**config.mk**
```make
export PLATFORM = sky130hd
export DESIGN_NAME = shmem_arbiter
export DESIGN_NICKNAME = d
export VERILOG_FILES = /design/src/rtl/shmem_arb_pkg.sv /design/src/rtl/shmem_rr_arbiter.sv /design/src/rtl/shmem_arbiter.sv
export SDC_FILE = /design/constraint.sdc
export NUM_CORES = 1
export LEC_CHECK = 0
export ABC_AREA = 0
export CORE_AREA = 4 4 100 102
export CTS_CLUSTER_SIZE = 12
export DETAILED_ROUTE_END_ITERATION = 8
export DIE_AREA = 0 0 104 106
export GPL_ROUTABILITY_DRIVEN = 1
export PLACE_DENSITY = 0.71
export SYNTH_ARGS = -nofsm -noshare
export SYNTH_HDL_FRONTEND = slang
export SYNTH_HIERARCHICAL = 1
export SYNTH_SLANG_ARGS = --single-unit
```
**constraint.sdc**
```tcl
create_clock -name clk -period 2.8 [get_ports clk]
set_input_delay 0.84 -clock clk [delete_from_list [all_inputs] [get_ports clk]]
set_output_delay 0.84 -clock clk [all_outputs]
set_load 0.01 [all_outputs]
```
**src/rtl/shmem_arb_pkg.sv**
```systemverilog
// shmem_arb_pkg: shared widths, master index and transfer record for the shared-memory arbiter
package shmem_arb_pkg;
  localparam int SHMEM_ADDR_W = 14;
  localparam int SHMEM_DATA_W = 32;
  typedef logic midx_t;
  typedef struct packed {
    logic [SHMEM_ADDR_W-1:0]   address;
    logic [SHMEM_DATA_W/8-1:0] byteenable;
    logic                      write;
    logic [SHMEM_DATA_W-1:0]   writedata;
  } xfer_t;
endpackage

```
**src/rtl/shmem_rr_arbiter.sv**
```systemverilog
// shmem_rr_arbiter: 2-way round-robin grant with last-grant memory; hold-lock state when SHMEM_ARB_LOCK_EN is defined
module shmem_rr_arbiter
  import shmem_arb_pkg::*;
(
  input  logic       clk,
  input  logic       reset_n,
  input  logic [1:0] req,
  input  logic [1:0] lock,
  output logic [1:0] gnt
);
  midx_t      last_grant;
  logic [1:0] rr_gnt;
  assign rr_gnt = {req[1] & (~req[0] | ~last_grant), req[0] & (~req[1] | last_grant)};
`ifdef SHMEM_ARB_LOCK_EN
  logic  lock_active;
  midx_t lock_owner;
  assign gnt = lock_active ? req & (lock_owner ? 2'b10 : 2'b01) : rr_gnt;
  // Each granted transfer's lock bit decides whether its master keeps exclusive ownership
  always_ff @(posedge clk or negedge reset_n)
    if (!reset_n) begin
      lock_active <= 1'b0;
      lock_owner  <= 1'b0;
    end else if (|gnt) begin
      lock_active <= lock[gnt[1]];
      lock_owner  <= gnt[1];
    end
`else
  logic unused_lock;
  assign unused_lock = ^lock;
  assign gnt = rr_gnt;
`endif
  // Remember the latest winner so the other master wins the next tie
  always_ff @(posedge clk or negedge reset_n)
    if (!reset_n) last_grant <= 1'b1;
    else if (|gnt) last_grant <= gnt[1];
endmodule

```
**src/rtl/shmem_arbiter.sv**
```systemverilog
// shmem_arbiter: two-master Avalon-MM arbiter in front of a 1-cycle-read shared memory (lock option: SHMEM_ARB_LOCK_EN)
module shmem_arbiter
  import shmem_arb_pkg::*;
#(
  parameter int ADDR_W = SHMEM_ADDR_W,
  parameter int DATA_W = SHMEM_DATA_W
) (
  input  logic                clk,
  input  logic                reset_n,
  input  logic [ADDR_W-1:0]   m0_address,
  input  logic [DATA_W/8-1:0] m0_byteenable,
  input  logic                m0_read,
  input  logic                m0_write,
  input  logic [DATA_W-1:0]   m0_writedata,
  input  logic                m0_lock,
  output logic                m0_waitrequest,
  output logic [DATA_W-1:0]   m0_readdata,
  output logic                m0_readdatavalid,
  input  logic [ADDR_W-1:0]   m1_address,
  input  logic [DATA_W/8-1:0] m1_byteenable,
  input  logic                m1_read,
  input  logic                m1_write,
  input  logic [DATA_W-1:0]   m1_writedata,
  input  logic                m1_lock,
  output logic                m1_waitrequest,
  output logic [DATA_W-1:0]   m1_readdata,
  output logic                m1_readdatavalid,
  output logic [ADDR_W-1:0]   mem_address,
  output logic [DATA_W/8-1:0] mem_byteenable,
  output logic                mem_chipselect,
  output logic                mem_write,
  output logic [DATA_W-1:0]   mem_writedata,
  output logic                mem_clken,
  input  logic [DATA_W-1:0]   mem_readdata
);
  logic [1:0] req, gnt;
  midx_t      sel, rd_owner;
  logic       rd_pending, rd_accept;
  assign req = {m1_read | m1_write, m0_read | m0_write};
  shmem_rr_arbiter u_arb (
    .clk     (clk),
    .reset_n (reset_n),
    .req     (req & {2{reset_n}}),
    .lock    ({m1_lock, m0_lock}),
    .gnt     (gnt)
  );
  assign sel            = gnt[1];
  assign mem_chipselect = |gnt;
  assign mem_address    = sel ? m1_address : m0_address;
  assign mem_byteenable = sel ? m1_byteenable : m0_byteenable;
  assign mem_writedata  = sel ? m1_writedata : m0_writedata;
  assign mem_write      = sel ? m1_write : gnt[0] & m0_write;
  assign mem_clken      = 1'b1;
  assign m0_waitrequest = req[0] & ~gnt[0];
  assign m1_waitrequest = req[1] & ~gnt[1];
  assign rd_accept      = sel ? m1_read & ~m1_write : gnt[0] & m0_read & ~m0_write;
  // Tag each accepted read so its data returns to the right port on the next cycle
  always_ff @(posedge clk or negedge reset_n)
    if (!reset_n) begin
      rd_pending <= 1'b0;
      rd_owner   <= 1'b0;
    end else begin
      rd_pending <= rd_accept;
      rd_owner   <= sel;
    end
  assign m0_readdatavalid = rd_pending & ~rd_owner;
  assign m1_readdatavalid = rd_pending & rd_owner;
  assign m0_readdata      = m0_readdatavalid ? mem_readdata : '0;
  assign m1_readdata      = m1_readdatavalid ? mem_readdata : '0;
endmodule

```
Yosys cells after proc, flatten, opt, wreduce, memory -nomap -nowiden
Cells that the tools add are included.
Storage, ports and cells
  register bits: 3
  output and inout port bits: 121
  logic and storage cells: 34
Cells by class
  mux-type cells: 7
  bitwise logic cells: 23
  reduce and logical (&&, ||, !) cells: 1
Operator list (number)
  $mux 32: 3
  $mux 14: 1
  $and 1x1->1: 10
  $not 1->1: 8
  $mux 4: 1
  $or 1x1->1: 4
  $and 2x2->2: 1
  $mux 1: 2
  $reduce_or 2->1: 1

Depth between registers and ports, before layout
  depth after elaboration: 8
  gate-level depth with buffers: 7

By module
Netlist, hierarchy kept.
Modules (own cells, without submodules)
  shmem_arbiter: instances 1, cells an instance 148, area each 1355.0 µm², seq. area each 50.0 µm²
  shmem_rr_arbiter: instances 1, cells an instance 6, area each 53.8 µm², seq. area each 26.3 µm²

Least setup slack after synthesis
No wires, ideal clock.
  kind: input-to-output
  start point: in m1_write
  end point: out mem_byteenable[0]
  arrival time: 2.019 ns
  required time: 1.960 ns
  slack: -0.059 ns
  cell stages on the path: 6
  cells stage by stage: nor2_1 nor2b_1 a21boi_0 buf_6 buf_6 mux2_4
Between the ends
  cells in the longest elaborated chain, start to end: 4
RTL lines
  start, declared: RTL line shmem_arbiter.sv:22  | input logic m1_write,
  $or 1x1->1: RTL line shmem_arbiter.sv:39  | assign req = {m1_read | m1_write, m0_read | m0_write};
  $and 2x2->2: RTL line shmem_arbiter.sv:43  | .req (req & {2{reset_n}}),
  $and 1x1->1: RTL line shmem_rr_arbiter.sv:13  | assign rr_gnt = {req[1] & (~req[0] | ~last_grant), req[0] & (~req[1] | last_grant)};
  via gnt[1]: RTL line shmem_arbiter.sv:36  | logic [1:0] req, gnt;
  $mux 4: RTL line shmem_arbiter.sv:50  | assign mem_byteenable = sel ? m1_byteenable : m0_byteenable;
  end, declared: RTL line shmem_arbiter.sv:29  | output logic [DATA_W/8-1:0] mem_byteenable,
The timed path passes the listed nets, and every way through them passes these cells.

Final worst setup path
  start point: in reset_n
  end point: out mem_writedata[15]
Between the ends
  cells in the longest elaborated chain, start to end: 5
RTL lines
  start, declared: RTL line shmem_arbiter.sv:9  | input logic reset_n,
  $and 2x2->2 *: RTL line shmem_arbiter.sv:43
  $not 1->1: RTL line shmem_rr_arbiter.sv:13
  $or 1x1->1: RTL line shmem_rr_arbiter.sv:13
  $and 1x1->1 *: RTL line shmem_rr_arbiter.sv:13
  via gnt[1]: RTL line shmem_arbiter.sv:36
  $mux 32 *: RTL line shmem_arbiter.sv:51  | assign mem_writedata = sel ? m1_writedata : m0_writedata;
  end, declared: RTL line shmem_arbiter.sv:32  | output logic [DATA_W-1:0] mem_writedata,
The timed path passes the listed nets; every way through them passes the cells marked *.

==> run_results.csv <==
group,metric,value,unit
outcome,status,"finished, violations left",
outcome,violations,"negative setup slack",
worst_setup_path,start_kind,"primary input",
flow_run,drv_cap,0,
worst_setup_path,crit_type,"primary input to output pin",
detailed_routing,drcViolationCount,0,
grt,antenna_found_initial,0,
synthesis,synthCells,154,
timing,final.setup.worst_slack,-190,ps
placement,place_hpwl,7380,um
floorplanning,die-width,104,um
clock_tree,tritoncts,"yes",
worst_setup_path,worst_ep_arrival_time,2150,ps
placement,io_buffers,257,
layout,area.growth.synth_to_final,226,%
floorplanning,io_pins,261,
floorplanning,core,9110,um^2
clock_tree,cts-hold-fix-buffers,0,
clock_tree,clk_latency,210,ps
min_path,hold_depth,2,
grt,grt_pass1_vias,2515,
synthesis,yosys_warnings,6,
timing,grt_setup_unrepaired,"true",
worst_setup_path,cp.required,1960,ps
floorplanning,start_util,15.5,%
layout,drive_above_1_share,36.1,%
synthesis,synth_area_leaders,"mux2_4, and2_1, and3_1, mux2_2, buf_6",
timing,finalCritPeriodShare,107,%
clock_tree,cts_buffers,3,
timing,finalSetupViolCount,53,
clock_tree,htreeDepth,1,
placement,placed_cell_area,4130,um^2
timing,clock_skew,0.264,ps
placement,gp_congestion,0.785,
grt,groute.usage.overall,14.7,%
detailed_routing,routed_wl,9020,um
synthesis,synthArstFlopShare,100,%
power,peakVddDrop,0.143,mV
clock_tree,cts_buffer_depth,2,
layout,layoutNonFillerInstCount,546,
power,p_leak,2.55,nW
synthesis,synth_top_area_share,36.2,%
synthesis,synth_seq_cells,3,
detailed_routing,drt_iter0_markers,51,
min_path,hold_path.class,"flip-flop to flip-flop",
clock_tree,cts_sinks,3,
synthesis,avgSynthCellArea,9.15,um^2
layout,nNetsFinal,576,
timing,fin_crit,2990,ps
worst_setup_path,cp_max_fo,7,
power,p_total,0.998,mW
layout,diodes,0,
synthesis,seq_area_frac_synth,5.42,%
clock_tree,clkTransAtPathRegs,30,ps
detailed_routing,vias,2282,
synthesis,ys.flop_type,"dfrtp_1",
power,power_density,217,nW/um^2
placement,dp_cells,519,
layout,final_cell_area,4590,um^2
detailed_routing,dr.pass1.iters,3,
detailed_routing,ant_nets,0,
timing,fmax,334,MHz
synthesis,synth_cell_type_count,23,
timing,hold_ws,526,ps
floorplanning,die_area,11000,um^2
grt,grt_first_pass_wirelength,12900,um
floorplanning,row_count,35,
grt,grt_max_degree,34,
synthesis,syn_area,1410,um^2
grt,grt-ovfl-total,0,
floorplanning,die_y,106,um
detailed_routing,vias_per_cell,4.18,
worst_setup_path,rr_worst_depth,4,
synthesis,synth-edff-count,0,
synthesis,synth.largest_area_cell,"mux2_4",
worst_setup_path,critPathCaptureType,"output pin",
synthesis,syn_nets,294,
clock_tree,cts_root_buffer,"clkbuf_8",
timing,slew_violations,0,
timing,final-hold-violation-count,0,
detailed_routing,detail_route.wl_per_cell,16.5,um
-- cell usage in the layout, fill, tap and decap left out --
| cell | Yosys | layout |
|---|---|---|
| dlygate4sd2_1 | 0 | 55 |
| a21oi_1 | 1 | 1 |
| and3_1 | 32 | 32 |
| nand2_1 | 3 | 3 |
| inv_1 | 1 | 1 |
| dlymetal6s2s_1 | 0 | 10 |
| nor2b_4 | 1 | 2 |
| clkdlybuf4s50_1 | 0 | 134 |
| nor2b_2 | 0 | 1 |
| o31ai_1 | 1 | 1 |
| bufbuf_16 | 0 | 1 |
| buf_4 | 1 | 16 |
| buf_2 | 1 | 3 |
| buf_12 | 0 | 3 |
| and2_1 | 33 | 33 |
| nor2_1 | 5 | 2 |
| mux2_4 | 34 | 50 |
| buf_6 | 8 | 69 |
| o21ai_0 | 1 | 1 |
| nor2_2 | 0 | 1 |
| clkbuf_8 | 0 | 3 |
| dfstp_2 | 1 | 1 |
| conb_1 | 1 | 1 |
| nor2_4 | 0 | 2 |
| clkbuf_1 | 6 | 1 |
| a21boi_4 | 0 | 2 |
| or2_4 | 0 | 1 |
| buf_16 | 0 | 2 |
| nand3b_1 | 1 | 1 |
| dfrtp_1 | 2 | 2 |
-- stage by stage --
step / setup slack [ps] / setup TNS (ps) / util [%]
final: -190 / -8330 / 50.4
after detailed placement: -1020 / -54590 / 45.3
after floorplan: 18.3 / 0 / -
after CTS: -255 / -10220 / 50.3
after global placement: -982 / -51810 / 45.3
after global routing: -252 / -11730 / 50.4
-- state kept, by name, indices dropped and copies added (netlist names) --
register and cells:
rd_owner 1, rd_pending 1, u_arb/last_grant 1
-- layout make-up --
class / count / area, um^2
fillers: 845 / 4520
inverters: 1 / 3.75
multi-input cells: 134 / 1320
clock buffers: 4 / 45.0
well taps: 111 / 139
flip-flops and latches: 3 / 76.3
repair buffers: 293 / 3010
-- critical path, cell delays in order --
cell and delay [ps]:
buf_6 100, buf_6 100, nor2b_4 130, a21boi_4 240
buf_6 170, buf_16 130, mux2_4 310, buf_6 120
-- Yosys cell counts (2+ instances only) --
cell / n
and2_1: 33
and3_1: 32
buf_6: 8
clkbuf_1: 6
dfrtp_1: 2
mux2_2: 16
mux2_4: 34
nand2_1: 3
nor2_1: 5
nor2b_1: 2
-- kinds of logic after synthesis --
kind of cell / count (synthesis) / synth area share (%)
AOI/OAI and AO/OA: 5 / 2.31
muxes: 50 / 49.0
buffers and inverters: 17 / 9.15
DFF: 3 / 5.42
and+or+nand+nor: 78 / 33.8
other: 1 / 0.266
-- repair_timing --
action	CTS	global route
setup buffers	22	1
setup endpoints to repair	108	64
gates resized for setup	393	21
pin swaps	3	1
cloned	4	0
-- routing by layer --
| layer | share of wire (%) | track usage (%) | vias up |
|---|---|---|---|
| met4 | 1.2 | 2.18 | 0 |
| met3 | 10 | 6.68 | 8 |
| li1 | - | - | 1098 |
| met2 | 56 | 31.2 | 162 |
| met5 | 0 | 0 | - |
| met1 | 32 | 12.5 | 1014 |
-- final timing paths --
kind / from / to / slack [ps]
worst max-delay path: reset_n / mem_writedata[15] / -190
min in group asynchronous: reset_n / rd_pending / 670
worst max register to register: u_arb/last_grant / rd_pending / 1420
max in group asynchronous: reset_n / u_arb/last_grant / 1950
worst min register to register: u_arb/last_grant / u_arb/last_grant / 530
worst min-delay path: u_arb/last_grant / u_arb/last_grant / 530
-- where the power goes --
| group | internal, mW | total, mW | switching (mW) |
|---|---|---|---|
| Combinational | 0.546 | 0.814 | 0.269 |
| Clock | 0.0971 | 0.126 | 0.0290 |
| Sequential | 0.0511 | 0.0574 | 0.00629 |
Power figures use the tool's default switching activity.
